==> config.mk <==
export PLATFORM = sky130hd
export DESIGN_NAME = sc_counter_modn
export DESIGN_NICKNAME = d
export VERILOG_FILES = /design/src/rtl/sc_counter_modn.sv
export SDC_FILE = /design/constraint.sdc
export NUM_CORES = 1
export LEC_CHECK = 0
export BUFFER_PORTS_ARGS = -buffer_cell sky130_fd_sc_hd__clkbuf_2
export CAP_MARGIN = 20
export CELL_PAD_IN_SITES_DETAIL_PLACEMENT = 0
export CELL_PAD_IN_SITES_GLOBAL_PLACEMENT = 2
export CORE_MARGIN = 1.5
export CORE_UTILIZATION = 27
export CTS_CLUSTER_SIZE = 30
export DETAILED_ROUTE_END_ITERATION = 6
export GPL_ROUTABILITY_DRIVEN = 0
export PLACE_DENSITY_LB_ADDON = 0.1
export SKIP_LAST_GASP = 1
export SLEW_MARGIN = 15
export SYNTH_ARGS = -nofsm -noshare
export SYNTH_HDL_FRONTEND = slang
export SYNTH_SLANG_ARGS = --single-unit
==> constraint.sdc <==
create_clock -name SC_COUNTER_CLOCK_50 -period 2.6 [get_ports SC_COUNTER_CLOCK_50]
set_clock_uncertainty 0.1 [all_clocks]
set_input_delay 0.13 -clock SC_COUNTER_CLOCK_50 [delete_from_list [all_inputs] [get_ports SC_COUNTER_CLOCK_50]]
set_output_delay 0.13 -clock SC_COUNTER_CLOCK_50 [all_outputs]
set_load 0.02 [all_outputs]
==> src/rtl/sc_counter_modn.sv <==
// Modulo-N up/down event counter with programmable terminal value, parallel load,
// synchronous clear, wrap-or-saturate limits and a registered wrap pulse.
module sc_counter_modn #(
  parameter int COUNTER_DATAWIDTH_BUS = 5,
  parameter bit COUNTER_WRAP_MODE     = 1'b1
) (
  input  logic                             SC_COUNTER_CLOCK_50,
  input  logic                             SC_COUNTER_RESET_InLow,
  input  logic                             SC_COUNTER_clear_InLow,
  input  logic                             SC_COUNTER_load_InLow,
  input  logic [COUNTER_DATAWIDTH_BUS-1:0] SC_COUNTER_data_InBus,
  input  logic [COUNTER_DATAWIDTH_BUS-1:0] SC_COUNTER_terminal_InBus,
  input  logic                             SC_COUNTER_count_InLow,
  input  logic                             SC_COUNTER_up_In,
  output logic [COUNTER_DATAWIDTH_BUS-1:0] SC_COUNTER_regcount_OutBus,
  output logic                             SC_COUNTER_eoc_OutLow,
  output logic                             SC_COUNTER_wrap_OutLow
);

  localparam int W = COUNTER_DATAWIDTH_BUS;

  logic [W-1:0] count_q, count_d;
  logic         wrapEvent_q, wrapEvent_d;

  // Priority clear > load > count > hold; only a real limit crossing in wrap mode
  // raises the wrap event, saturation simply holds the register.
  always_comb begin
    count_d     = count_q;
    wrapEvent_d = 1'b0;
    if (!SC_COUNTER_clear_InLow) begin
      count_d = '0;
    end else if (!SC_COUNTER_load_InLow) begin
      count_d = SC_COUNTER_data_InBus;
    end else if (!SC_COUNTER_count_InLow) begin
      if (SC_COUNTER_up_In) begin
        if (count_q < SC_COUNTER_terminal_InBus) begin
          count_d = count_q + 1'b1;
        end else if (COUNTER_WRAP_MODE) begin
          count_d     = '0;
          wrapEvent_d = 1'b1;
        end
      end else begin
        if (count_q != '0) begin
          count_d = count_q - 1'b1;
        end else if (COUNTER_WRAP_MODE) begin
          count_d     = SC_COUNTER_terminal_InBus;
          wrapEvent_d = 1'b1;
        end
      end
    end
  end

  always_ff @(posedge SC_COUNTER_CLOCK_50 or negedge SC_COUNTER_RESET_InLow) begin
    if (!SC_COUNTER_RESET_InLow) begin
      count_q     <= '0;
      wrapEvent_q <= 1'b0;
    end else begin
      count_q     <= count_d;
      wrapEvent_q <= wrapEvent_d;
    end
  end

  assign SC_COUNTER_regcount_OutBus = count_q;
  assign SC_COUNTER_eoc_OutLow      = (count_q != SC_COUNTER_terminal_InBus);
  assign SC_COUNTER_wrap_OutLow     = ~wrapEvent_q;

endmodule
Yosys cells after proc, flatten, opt, wreduce, memory -nomap -nowiden
Cells that the tools add are included.
{"block": "word_totals", "reg_bits": 6, "word_cells": 21, "in_bits": 16, "out_inout_bits": 7}
{"block": "classes", "n_eq_ne": 2, "n_reduce_logical": 1, "bitwise_logic": 1, "addsub": 2, "n_lt_le_gt_ge": 1, "n_mux": 12}
{"op": "$mux W5", "count": 6}
{"op": "$mux W1", "count": 6}
{"op": "$add A5 B1 Y5 const B", "count": 1}
{"op": "$lt A5 B5 Y1", "count": 1}
{"op": "$ne A5 B5 Y1", "count": 1}
{"op": "$reduce_bool A5 Y1", "count": 1}
{"op": "$sub A5 B1 Y5 const B", "count": 1}
{"op": "$ne A3 B3 Y1 const B", "count": 1}
{"op": "$not A1 Y1", "count": 1}

Logic depth before layout (Yosys ltp)
{"block": "depth", "ltp_word": 6, "depth_mapped": 7, "depth_no_buf": 7}

Worst setup path before layout
OpenSTA, ideal clock, no wires.
{"block": "synth_timing", "kind": "flip-flop to flip-flop", "startpoint": "register count_q[2] (netlist: SC_COUNTER_regcount_OutBus[2])", "endpoint": "register count_q[2] (netlist: SC_COUNTER_regcount_OutBus[2])", "slack_ps": 641, "stages_incl_launch_ff": 7, "setup_time_ps": 83, "path_buffers": 0, "synth_period_minus_slack_ps": 1959, "required_ps": 2417, "arrival_ps": 1777, "cell_sequence": "dfrtp_1 -> ha_1 -> o211ai_2 -> a21oi_1 -> a2111oi_4 -> a31oi_1 -> o22ai_1"}
{"block": "synth_between", "elab_chain_len": 6, "elab_cells_between_ends": 10, "classes_between": "add/sub (2); order compare (1); mux (6); reduce/logical (1)"}
{"element": "start: declaration", "line_no": "22", "text": "logic [W-1:0] count_q, count_d;"}
{"element": "start signal: assignment", "line_no": "58", "text": "count_q <= count_d;"}
{"element": "$sub A5 B1 Y5, or another cell as far along", "line_no": "44", "text": "count_d = count_q - 1'b1;"}
{"element": "$mux W5 (on tied branches)", "line_no": "43, 36"}
{"element": "$mux W5 (*)", "line_no": "35", "text": "if (SC_COUNTER_up_In) begin"}
{"element": "$mux W5 (*)", "line_no": "34", "text": "end else if (!SC_COUNTER_count_InLow) begin"}
{"element": "$mux W5 (*)", "line_no": "32", "text": "end else if (!SC_COUNTER_load_InLow) begin"}
{"element": "$mux W5 (*)", "line_no": "30", "text": "if (!SC_COUNTER_clear_InLow) begin"}
Every way passes the cells marked *; elsewhere a longest branch is shown, timed or not. The select of a mux whose other input is x is not followed.
A chain may end at the register's enable or synchronous reset.

Worst setup path after layout
{"block": "layout_timing", "startpoint": "register count_q[2] (netlist: SC_COUNTER_regcount_OutBus[2])", "endpoint": "register count_q[4] (netlist: SC_COUNTER_regcount_OutBus[4])"}
The elaborated chain is that of the path after synthesis.

==> reports/metrics.yaml <==
status: "finished, final reports clean"
fmax_ghz: 0.473
port_buffers: 22
syn_avg_cell_area_um2: 8.10
cellPowerDensity_mw_per_mm2: 438
die_w_um: 54.1
initial_utilization_pct: 28.4
grt_use_total_pct: 16.3
clock_sinks: 6
endpoint_kind: "register"
h-tree-depth: 1
cts-root-buf: "clkbuf_4"
nNetsFinal: 136
fin_ws_ns: 0.487
ant_nets: 0
drive_gt1_share_pct: 28.8
remaining_drc_errors: 0
yosys.area.top_type_share_pct: 21.3
slew_viol_final: 0
yosys.area.top_type: "dfrtp_1"
timing.hold.ws_ns: 0.0205
core_mm2: 0.00248
hp-class: "in -> reg"
synth_edf_count: 0
synthFlopType: "dfrtp_1"
vdd_ir_drop_max_mv: 0.304
netlist_area_um2: 704
dp_slack_ns: 0.448
slew_headroom_pct: 64.0
row_count: 18
grt_pass1_vias: 765
dp.final_hpwl_um: 1620
grt_pass1_wl_um: 3320
clk_latency_ns: 0.25
cts_tree: "yes"
rsz0062_at_grt: "no"
syn-num-nets: 110
synth_cell_types: 34
overflow: 0
firstDrtPassIters: 3
synthArstFlopShare_pct: 100
cts_resized: 0
vias: 738
post-place-cells: 137
syn_inst: 87
grt_max_degree: 15
area_growth_pct: 23.3
synthTopCellsByArea: "dfrtp_1, ha_1, inv_1, nor2_1, a2111oi_4"
fin_tns_setup_ns: 0
yosys_warnings: 0
vias_per_cell: 5.23
cp_max_fo: 8
cp.arrival_ns: 2.17
ys_ff_latch: 6
wl_per_cell_um: 14.2
clkTransAtPathRegs_ns: 0.05
drtIter0Drc: 6
io-pin-count: 23
crit_path_start_kind: "register"
routed_wl_um: 2000
path_class: "reg -> reg"
yosysSeqAreaShare_pct: 21.3
die_y_um: 54.1
final_area_um2: 868
antenna_cells: 0
period_needed_ns: 2.11
fin_crit_sh_pct: 81.3
die_area_mm2: 0.00292
setup_viol: 0
antenna_found_initial: 0
hold_violations: 0
required_ns: 2.66
dpl_cell_area_um2: 836
tightest_slew_ns: 0.539
final_cells: 141
maxCapViolCount: 0
cts_made_buffers: 3
power.leakage_uw: 0.000419
cts.path.max_buffers: 2
## report_power, final
| part | switching [µW] | internal [µW] |
|---|---|---|
| clock | 38.6 | 52.6 |
| combinational | 91.7 | 71.9 |
| sequential | 22.9 | 103 |
## stage by stage
stage	utilization (%)	power (µW)
6_report	35.1	381
5_1_grt	35.1	420
4_1_cts	35.1	386
3_5_place_dp	33.7	293
3_3_place_gp	33.7	296
2_1_floorplan	-	238
## worst paths after layout
path                            cells past startpoint  slack [ns]                            end                     startpoint
worst max-delay path                                6        0.49  SC_COUNTER_regcount_OutBus[4]  SC_COUNTER_regcount_OutBus[2]
worst min-delay path                                3        0.02  SC_COUNTER_regcount_OutBus[0]       SC_COUNTER_data_InBus[0]
worst max register to register                      6        0.49  SC_COUNTER_regcount_OutBus[4]  SC_COUNTER_regcount_OutBus[2]
worst min register to register                      2        0.60  SC_COUNTER_regcount_OutBus[1]  SC_COUNTER_regcount_OutBus[1]
max in group asynchronous                           2        2.09  SC_COUNTER_regcount_OutBus[4]         SC_COUNTER_RESET_InLow
min in group asynchronous                           2        0.14  SC_COUNTER_regcount_OutBus[1]         SC_COUNTER_RESET_InLow
## layout by cell type, fill, tap and decap left out, types with 2 or more instances in the layout
cell type | synthesis | layout
o21ai_1 | 3 | 3
clkbuf_4 | 0 | 3
mux2i_1 | 2 | 2
nor3_1 | 3 | 3
a21oi_1 | 4 | 4
clkbuf_2 | 0 | 22
inv_1 | 10 | 10
ha_1 | 7 | 7
a31oi_1 | 3 | 3
nand3_1 | 3 | 3
nor2_1 | 9 | 9
dfrtp_1 | 6 | 6
or3_1 | 2 | 2
o21ai_0 | 4 | 4
nand2_1 | 7 | 7
nand2b_1 | 2 | 2
nor4_1 | 3 | 3
## cells in the mapped netlist, drive strengths merged (3+ instances only)
library cell / n
nand2: 7
nand3: 3
o21ai: 7
nor4: 3
a21oi: 4
nor2: 9
ha: 7
dfrtp: 6
a31oi: 3
inv: 10
nor3: 3
## final cells by class
class | count | area, µm²
clock buffer | 3 | 22.5
fill | 285 | 1610
inverter | 10 | 37.5
multi-input combinational | 69 | 500
sequential | 6 | 150
tap | 30 | 37.5
timing repair buffer | 23 | 120
## repair_timing
item,4_1_cts,5_1_grt
hold buffers,1,0
endpoints found under the hold margin,6,0
buffers inserted,0,0
## per-layer routing
layer / GRT usage, % / share of wire (%)
met4: 7.08 / 1.7
met5: 0 / 0
met1: 19.2 / 46
met2: 26.4 / 48
met3: 5.83 / 4.5
## registers in the layout, summed over array words and instances (netlist names)
| signal | cells |
|---|---|
| SC_COUNTER_regcount_OutBus | 5 |
| wrapEvent_q | 1 |
## kinds of logic (layout without fill, tap and decap cells)
logic type	count (synthesis)	after routing	synth area share (%)
xor+xnor	1	1	1.24
fa+ha+maj	7	7	12.4
buf+inv	12	36	7.64
flops	6	6	21.3
mux	2	2	2.84
compound gates	23	23	25.0
simple gates	36	36	29.5
## worst max-delay path: stages, from the launching register on
cell and delay, ns:
dfrtp_1 0.52, ha_1 0.31, o211ai_2 0.14, a21oi_1 0.08, a2111oi_4 0.56, o21ai_0 0.19, o221ai_1 0.11
(Power assumes the default switching activity.)
